File: src/rtl/clk_sched_pkg.sv
// Shared types and tap-edge helper for the multi-channel tick scheduler.
package clk_sched_pkg;

  typedef enum logic [1:0] {
    CH_OFF  = 2'd0,
    CH_RUN  = 2'd1,
    CH_PEND = 2'd2
  } ch_state_e;

  // Widest prescaler the helper supports; narrower counters are zero-extended.
  localparam int MAX_W = 64;

  // True in the cycle before bit s of the counter goes 0->1.
  function automatic logic tap_rise(input logic [MAX_W-1:0] c, input logic [5:0] s);
    logic [MAX_W-1:0] low_mask;
    low_mask = (MAX_W'(1) << s) - MAX_W'(1);
    return (c[s] == 1'b0) && ((c & low_mask) == low_mask);
  endfunction

endpackage

File: src/rtl/clk_tick_chan.sv
// One tick channel: run/pending FSM, live tap select, shadow config, tick strobe.
module clk_tick_chan
  import clk_sched_pkg::*;
#(
  parameter  int SEL_W = 5,
  localparam int NSEL  = 1 << SEL_W
) (
  input  logic             clk,
  input  logic             rst,
  input  logic             wr,
  input  logic             wr_en,
  input  logic [SEL_W-1:0] wr_sel,
  input  logic [NSEL-1:0]  rise,
  output logic             tick,
  output logic             active,
  output logic             pend
);

  ch_state_e        state;
  logic [SEL_W-1:0] sel;
  logic [SEL_W-1:0] sh_sel;
  logic             sh_en;
  logic             tick_p1;
  logic             rise_cur;
  logic             rise_new;

  assign rise_cur = rise[sel];
  assign rise_new = rise[wr_sel];

  // Stage p1: tick register and channel state update
  always_ff @(posedge clk) begin
    if (rst) begin
      state   <= CH_OFF;
      sel     <= '0;
      sh_sel  <= '0;
      sh_en   <= 1'b0;
      tick_p1 <= 1'b0;
    end else begin
      tick_p1 <= 1'b0;
      case (state)
        CH_OFF: begin
          // A start that lands on the new tap's rise ticks right away: still a full-period phase.
          if (wr && wr_en) begin
            sel     <= wr_sel;
            state   <= CH_RUN;
            tick_p1 <= rise_new;
          end
        end
        CH_RUN: begin
          tick_p1 <= rise_cur;
          if (wr) begin
            if (rise_cur) begin
              if (wr_en) sel <= wr_sel;
              else       state <= CH_OFF;
            end else begin
              sh_en  <= wr_en;
              sh_sel <= wr_sel;
              state  <= CH_PEND;
            end
          end
        end
        CH_PEND: begin
          tick_p1 <= rise_cur;
          if (rise_cur) begin
            if (sh_en) begin
              sel   <= sh_sel;
              state <= CH_RUN;
            end else begin
              state <= CH_OFF;
            end
          end
        end
        default: state <= CH_OFF;
      endcase
    end
  end

  assign tick   = tick_p1;
  assign active = (state != CH_OFF);
  assign pend   = (state == CH_PEND);

endmodule

File: src/rtl/clk_tick_sched.sv
// Shared free-running prescaler feeding NUM_CH glitch-free retunable tick channels.
module clk_tick_sched
  import clk_sched_pkg::*;
#(
  parameter  int WIDTH  = 32,
  parameter  int NUM_CH = 4,
  localparam int SEL_W  = (WIDTH > 1) ? $clog2(WIDTH) : 1,
  localparam int CH_W   = (NUM_CH > 1) ? $clog2(NUM_CH) : 1
) (
  input  logic              clk,
  input  logic              rst,
  input  logic              ena,
  input  logic              cfg_valid,
  output logic              cfg_ready,
  input  logic [CH_W-1:0]   cfg_ch,
  input  logic              cfg_en,
  input  logic [SEL_W-1:0]  cfg_sel,
  output logic [NUM_CH-1:0] tick,
  output logic [NUM_CH-1:0] active,
  output logic [WIDTH-1:0]  count_o
);

  localparam int NSEL    = 1 << SEL_W;
  localparam int NCH_EXT = 1 << CH_W;

  logic [WIDTH-1:0]   cnt;
  logic [WIDTH-1:0]   rise_vec;
  logic [NSEL-1:0]    rise_ext;
  logic [NUM_CH-1:0]  pend;
  logic [NCH_EXT-1:0] pend_ext;
  logic               cfg_fire;

  // Stage p0: prescaler counter
  always_ff @(posedge clk) begin
    if (rst)      cnt <= '0;
    else if (ena) cnt <= cnt + WIDTH'(1);
  end

  assign count_o = cnt;

  for (genvar s = 0; s < WIDTH; s++) begin : g_rise
    assign rise_vec[s] = ena && tap_rise(MAX_W'(cnt), 6'(s));
  end

  // Out-of-range tap codes alias the top bit, which is the clamp to WIDTH-1.
  for (genvar s = 0; s < NSEL; s++) begin : g_rise_ext
    if (s < WIDTH) begin : g_in
      assign rise_ext[s] = rise_vec[s];
    end else begin : g_clamp
      assign rise_ext[s] = rise_vec[WIDTH-1];
    end
  end

  // Unpopulated channel indices are never pending, so writes to them are accepted and dropped.
  for (genvar c = 0; c < NCH_EXT; c++) begin : g_pend_ext
    if (c < NUM_CH) begin : g_in
      assign pend_ext[c] = pend[c];
    end else begin : g_none
      assign pend_ext[c] = 1'b0;
    end
  end

  assign cfg_ready = ~pend_ext[cfg_ch];
  assign cfg_fire  = cfg_valid && cfg_ready;

  for (genvar i = 0; i < NUM_CH; i++) begin : g_chan
    clk_tick_chan #(
      .SEL_W (SEL_W)
    ) u_chan (
      .clk    (clk),
      .rst    (rst),
      .wr     (cfg_fire && (cfg_ch == CH_W'(i))),
      .wr_en  (cfg_en),
      .wr_sel (cfg_sel),
      .rise   (rise_ext),
      .tick   (tick[i]),
      .active (active[i]),
      .pend   (pend[i])
    );
  end

endmodule

File: config.mk
export PLATFORM = sky130hd
export DESIGN_NAME = clk_tick_sched
export DESIGN_NICKNAME = d
export VERILOG_FILES = /design/src/rtl/clk_sched_pkg.sv /design/src/rtl/clk_tick_chan.sv /design/src/rtl/clk_tick_sched.sv
export SDC_FILE = /design/constraint.sdc
export NUM_CORES = 1
export LEC_CHECK = 0
export ABC_AREA = 1
export CAP_MARGIN = 20
export CORE_MARGIN = 2
export CORE_UTILIZATION = 40
export CTS_BUF_LIST = sky130_fd_sc_hd__clkbuf_16
export CTS_CLUSTER_DIAMETER = 80
export DETAILED_ROUTE_END_ITERATION = 16
export GPL_ROUTABILITY_DRIVEN = 0
export PLACE_DENSITY = 0.59
export SLEW_MARGIN = 10
export SYNTH_ARGS = -nofsm -noshare
export SYNTH_HDL_FRONTEND = slang
export SYNTH_SLANG_ARGS = --single-unit
File: constraint.sdc
create_clock -name clk -period 3.3 [get_ports clk]
set_input_delay 0.66 -clock clk [delete_from_list [all_inputs] [get_ports clk]]
set_output_delay 0.66 -clock clk [all_outputs]
set_load 0.05 [all_outputs]
# Word-level counts from Yosys, hierarchy flattened
# Index checks and enable logic that the tools add are counted.
# word_totals
reg_bits	88
word_cells	305
out_inout_bits	41
# op_classes
eq_ne	69
n_addsub	1
magnitude_cmp	6
n_bitwise	37
muxes	70
reduce_logical	101
# ops
cell	n
$mux 5	21
$logic_and 1x1->1	72
$pmux 5 s3	4
$not 1->1	37
$mux 2	17
$add 32x1->32 const B	1
$eq 31x31->1 const B	1
$eq 30x30->1 const B	1
$lt 5x6->1 const B	5
$eq 29x29->1 const B	1
$eq 28x28->1 const B	1
$reduce_and 7->1	4
$eq 27x27->1 const B	1
$eq 26x26->1 const B	1
$bmux 1 s5	5
$eq 25x25->1 const B	1
$eq 24x24->1 const B	1
$ne 2x1->1 const B	12
$ne 2x2->1 const B	12
$pmux 2 s3	4
$eq 23x23->1 const B	1
$eq 22x22->1 const B	1
$eq 21x21->1 const B	1
$eq 20x20->1 const B	1
other kinds (30)	78

# Depth between registers and ports, before layout
# depth
depth_word	9
depth_mapped	22

# Cells and area by module
# A second synthesis with hierarchy kept.
# hier_totals
hier_cells	1304
area_unflattened_um2	7900.1
# modules_own_cells
module	cells_per_inst	seq_area_each_um2	area_each_um2	n_inst
clk_tick_chan	239	280.3	1440.1	4
clk_tick_sched	348	640.6	2139.6	1

# Least setup slack after synthesis
# No wires, ideal clock.
# synth_path
kind	reg-to-reg
from	register cnt[1] (netlist: count_o[1])
to	register g_chan[2].u_chan.sel[0]
synth_period_minus_slack_ns	3.166
setup_time_ns	0.113
arrival_ns	3.053
t_required_ns	3.187
path_stages_with_launch	22
n_path_buf	2
path_slack_ns	0.134
path_cell_list	dfxtp_1 -> ha_1 -> inv_1 -> nor2_4 -> nand2_4 -> nor2_4 -> buf_6 -> buf_6 -> ha_1 -> nand2_1 -> nor2_1 -> nand2_1 -> a21oi_1 -> a21oi_1 -> a21oi_1 -> nand2_1 -> nand3_2 -> nand2_4 -> nor2_4 -> inv_2 -> nor2_1 -> nor2_1
# synth_between
elab_chain_cells	7
word_cells_on_any_way	98
classes_between	32 x eq/ne; 2 x mux; 1 x bitwise; 63 x reduce/logical
# synth_lines
element	line_no	source
from (decl)	clk_tick_sched.sv:26	logic [WIDTH-1:0] cnt;
from (signal assigned)	clk_tick_sched.sv:36	else if (ena) cnt <= cnt + WIDTH'(1);
$eq 31x31->1, or another cell as far along	clk_sched_pkg.sv:17	return (c[s] == 1'b0) && ((c & low_mask) == low_mask);
$logic_and 1x1->1	clk_sched_pkg.sv:17	
$logic_and 1x1->1	clk_tick_sched.sv:42	assign rise_vec[s] = ena && tap_rise(MAX_W'(cnt), 6'(s));
$bmux 1 s5 (*)	clk_tick_chan.sv:27	assign rise_cur = rise[sel];
$mux 1 (implied by the code) (*)	clk_tick_chan.sv:27	
$ne 2x2->1 (no source line) or $ne 2x1->1 (tied branches)	-	
$reduce_and 7->1 (no source line) (*)	-	
to (signal assigned)	clk_tick_chan.sv:44	sel <= wr_sel;
to (signal assigned)	clk_tick_chan.sv:53	if (wr_en) sel <= wr_sel;
to (signal assigned)	clk_tick_chan.sv:66	sel <= sh_sel;
to (decl)	clk_tick_chan.sv:20	logic [SEL_W-1:0] sel;
# Every way passes the cells marked *; elsewhere a longest branch is shown, timed or not. The select of a mux whose other input is x is not followed.
# A chain may end at the register's enable or synchronous reset.

# Final worst setup path
# layout_path
from	register cnt[0] (netlist: count_o[0])
to	register g_chan[1].u_chan.tick_p1
# layout_between
elab_chain_cells	7
word_cells_on_any_way	100
classes_between	30 x eq/ne; 6 x mux; 1 x bitwise; 63 x reduce/logical
# layout_lines
element	line_no	source
$eq 31x31->1, or another cell as far along	clk_sched_pkg.sv:17	
$logic_and 1x1->1	clk_sched_pkg.sv:17	
$logic_and 1x1->1	clk_tick_sched.sv:42	
$bmux 1 s5	clk_tick_chan.sv:28	assign rise_new = rise[wr_sel];
$mux 1 (implied by the code)	clk_tick_chan.sv:28	
$mux 1	clk_tick_chan.sv:43	if (wr && wr_en) begin
$pmux 1 s2 (*)	clk_tick_chan.sv:40	case (state)
to (signal assigned)	clk_tick_chan.sv:46	tick_p1 <= rise_new;
to (signal assigned)	clk_tick_chan.sv:50	tick_p1 <= rise_cur;
to (signal assigned)	clk_tick_chan.sv:63	tick_p1 <= rise_cur;
to (decl)	clk_tick_chan.sv:23	logic tick_p1;
# Marked as above.

==> results list <==
- 53 I/O pins were placed.
* Drt via density: 5.50
- The worst path uses 94.3% of the clock period.
- In this run the register-to-register setup slack is 0.19 ns.
- In this run the static leakage power is 3.23 nW.
- Number of global-route vias before repair: 6878
- Synthesis instantiated 37 different standard cells from the library.
- Traced cell by cell, the critical path runs through ha_2 > inv_1 > nor2_4 > nand2_4 > nor2_4 > buf_4 > nand2_1 > inv_2 > nand3_1 > nand2_1 > nand3_1 > nand3_1 > nand3_1 > nand3_1 > nand4_1 > a21oi_1.
* Kind of critical path: register to register
* Number of nets in the layout: 1218
- Setup repair after global routing left no endpoint under its margin.
- Startpoint of the most critical register-to-register path: count_o[0]
- After clock tree synthesis, the flow added hold-fix buffers numbering 0.
* Reg2Reg Depth: 16
* Placed Cells: 1385
- CTS saw 88 sinks.
- Once layout is complete, the utilization of the core stands at 48.1%.
- The later pin in the worst-skew pair is clocked with a latency of 0.36 ns.
- The number of antenna violations at the first check in global routing is 0.
- Global routing finished with a remaining overflow of 0.
- Commonest non-fill, non-tap cell in the layout: sky130_fd_sc_hd__nand2_1
* Register area share after synthesis: 25.7%
- After clock tree synthesis, the clock-pin slew on the worst setup and hold paths is 0.07 ns.
- Between clock sinks in the finished design, the worst skew comes to 0.0102 ns.
- Startpoint kind of the worst setup timing path: register
* Number of buffers on the longest clock path: 2
* Final HPWL from detailed placement: 17.4 mm
* Delay of the slowest critical-path stage: 0.41 ns
- Across every metal layer, demand over resource in global routing totals 26.7%.
- Setup violations remaining at the end of the flow were counted as 0.
- Top area cells in the synthesized netlist: sky130_fd_sc_hd__dfxtp_1, sky130_fd_sc_hd__nand2_1, sky130_fd_sc_hd__nand3_1
- At the worst endpoint, the required time is 3.56 ns.
* Post-synth top area share: 25.7%
- Path class of the lowest-slack min-delay path: register to register
- The kind of cell with the highest combined delay along the critical path is simple AND/OR/NAND/NOR gates.
- Area growth syn-to-layout: 16.9%
* Count of input and output buffers: 52
- Final Hold Violating Endpoints: 0
- The largest total area in the synthesized netlist belongs to sky130_fd_sc_hd__dfxtp_1.
- The tool flagged a number of max-cap violations equal to 0.
- For this design the ratio of total power to cell area is 638 mW/mm^2.
* Routed wire length: 24.1 mm
- Clock tree from TritonCTS: yes
* Layout Cells excl Fill: 1403
- For this run, the top clock speed supported by timing is 321 MHz.
- Data on the critical path arrives at its endpoint at 3.37 ns.
* Iter 0 DRT Violations: 702
- WL/cell: 17.2 um
- Maximum number of pins on one net before global-route repair: 41
- The largest individual stage delay along the critical path comes from the cell sky130_fd_sc_hd__dfxtp_1.
* Die area: 0.0182 mm^2
* Worst hold margin: 0.464 ns
* Core Rows: 47
* Worst Setup End Kind: register
- Post-route minimum period: 3.11 ns
- The number of pins exceeding their max-slew limit in the final report came to 0.
- Synthesized net count: 1166
* Post-synthesis instance area: 0.00685 mm^2
* Start point of the worst min-delay path: g_chan[0].u_chan.sh_sel[3]
- Remaining DRCs: 0
* Synth Instances: 1127
* Warning count from the yosys run: 0
- The first global-routing pass estimated 37.6 mm of wire.
* Router iterations before antenna repair: 6
* Standard cell core area: 0.0166 mm^2
* Flop and latch count out of synthesis: 88
* Worst supply voltage drop on vdd: 0.334 mV
* Total power after layout: 5.11 mW
- Vias: 7723
* Root Driver: sky130_fd_sc_hd__clkbuf_16
- Counting both buffers and inverters, the worst setup path holds a total of 3.
* Post-route antenna net violation count: 0
- Maximum fanout count along the critical path: 15
* Number of clock buffers inserted by TritonCTS: 9
- Slew of the pin with the lowest slew margin: 0.979 ns
- Leading cell types in the layout, fill and taps excluded: sky130_fd_sc_hd__nand2_1, sky130_fd_sc_hd__nor2_1, sky130_fd_sc_hd__nand3_1, sky130_fd_sc_hd__a21oi_1, sky130_fd_sc_hd__inv_1
* Crit Reg-Reg Endpoint: g_chan[1].u_chan.tick
- Starting density of the core: 41.2%
- Status: completed
- The repair_antennas step left the layout with diodes totalling 0.
- Syn_area_per_cell: 6.08 um^2
- In this run the horizontal extent of the chip is 135 um.
- Cells with a size suffix above 1 make up 10.2% of the layout.
- The worst hold path was traced through 2 stages.
- Measured against its own limit, the worst slew margin works out to 34.2%.
* Most used cell, CP: sky130_fd_sc_hd__nand3_1
* Maximum level of the CTS H-tree: 3
- Die span in y: 135 um
- Hold EP: g_chan[0].u_chan.sh_sel[3]
-- registers in the layout, summed over array words and instances, names as in the netlist --
name and count:
g_chan.u_chan.sh_en 4, count_o 32, g_chan.u_chan.sh_sel 20, g_chan.u_chan.sel 20, g_chan.u_chan.tick 4, g_chan.u_chan.state 8
-- cell usage after synthesis (all sizes together) --
master / n
nand2: 274
nor2: 148
nand3: 127
a21oi: 115
inv: 112
dfxtp: 88
o21ai: 83
nand4: 41
clkbuf: 28
ha: 27
buf: 25
nor3: 19
o211ai: 9
nor4: 8
xor2: 8
clkinv: 4
or2: 4
a31oi: 3
a221oi: 1
nor3b: 1
o31ai: 1
or3: 1
-- tightest hold or removal path, cell delays in order (launching register included) --
cell                      delay, ns
sky130_fd_sc_hd__dfxtp_1       0.31
sky130_fd_sc_hd__nand2_1       0.06
sky130_fd_sc_hd__a21oi_1       0.05
-- timing repair --
action	4_1_cts	5_1_grt
setup endpoints to repair	0	51
gates resized for setup	0	2
setup buffers	0	3
-- through the flow --
stage	cell area, um^2	worst slack [ns]	TNS [ns]
detailed placement	7670	-0.00814	-0.00890
global placement	7670	0.0699	0
CTS	7980	0.148	0
global route	8010	0.00929	0
floorplan	6850	0.134	0
finish	8010	0.188	0
-- worst max path at each step --
stage               startpoint                        end  slack [ns]  cells after the start
finish              count_o[0]      g_chan[1].u_chan.tick        0.19                     16
global route        count_o[0]  g_chan[2].u_chan.state[0]       0.009                     20
CTS                 count_o[1]    g_chan[2].u_chan.sel[3]        0.15                     18
detailed placement         ena    g_chan[2].u_chan.sel[3]      -0.008                     15
global placement           ena    g_chan[2].u_chan.sel[3]        0.07                     15
floorplan           count_o[1]    g_chan[2].u_chan.sel[0]        0.13                     21
-- cell type report --
type / count / area [um^2]
inverter: 116 / 435
sequential: 88 / 1760
tap: 220 / 275
fill: 1761 / 8630
multi-input combinational: 870 / 4380
clock inverter: 6 / 85.1
clock buffer: 9 / 225
timing repair buffer: 94 / 841
-- where the power goes --
group / switching (mW) / internal (mW) / total (mW)
Clock: 0.450 / 0.656 / 1.11
Sequential: 0.312 / 1.23 / 1.55
Combinational: 1.65 / 0.808 / 2.45
Total: 2.41 / 2.70 / 5.11
-- layer usage --
metal / track usage [%] / part of all wire [%] / vias up
met5: 0 / 0 / -
met4: 10.2 / 2.6 / 0
met3: 5.59 / 8.2 / 47
met2: 41.2 / 44 / 293
met1: 36.4 / 45 / 3550
li1: - / - / 3833
-- cell families after synthesis --
kind of cell | share of synthesized area [%]
XOR/XNOR | 1.02
AO/OA/AOI/OAI | 16.1
adder cells (fa/ha/maj) | 4.93
buffers and inverters | 10.4
flip-flops | 25.7
AND/OR/NAND/NOR | 41.9
Note: power is estimated with default switching activity, not from simulation.
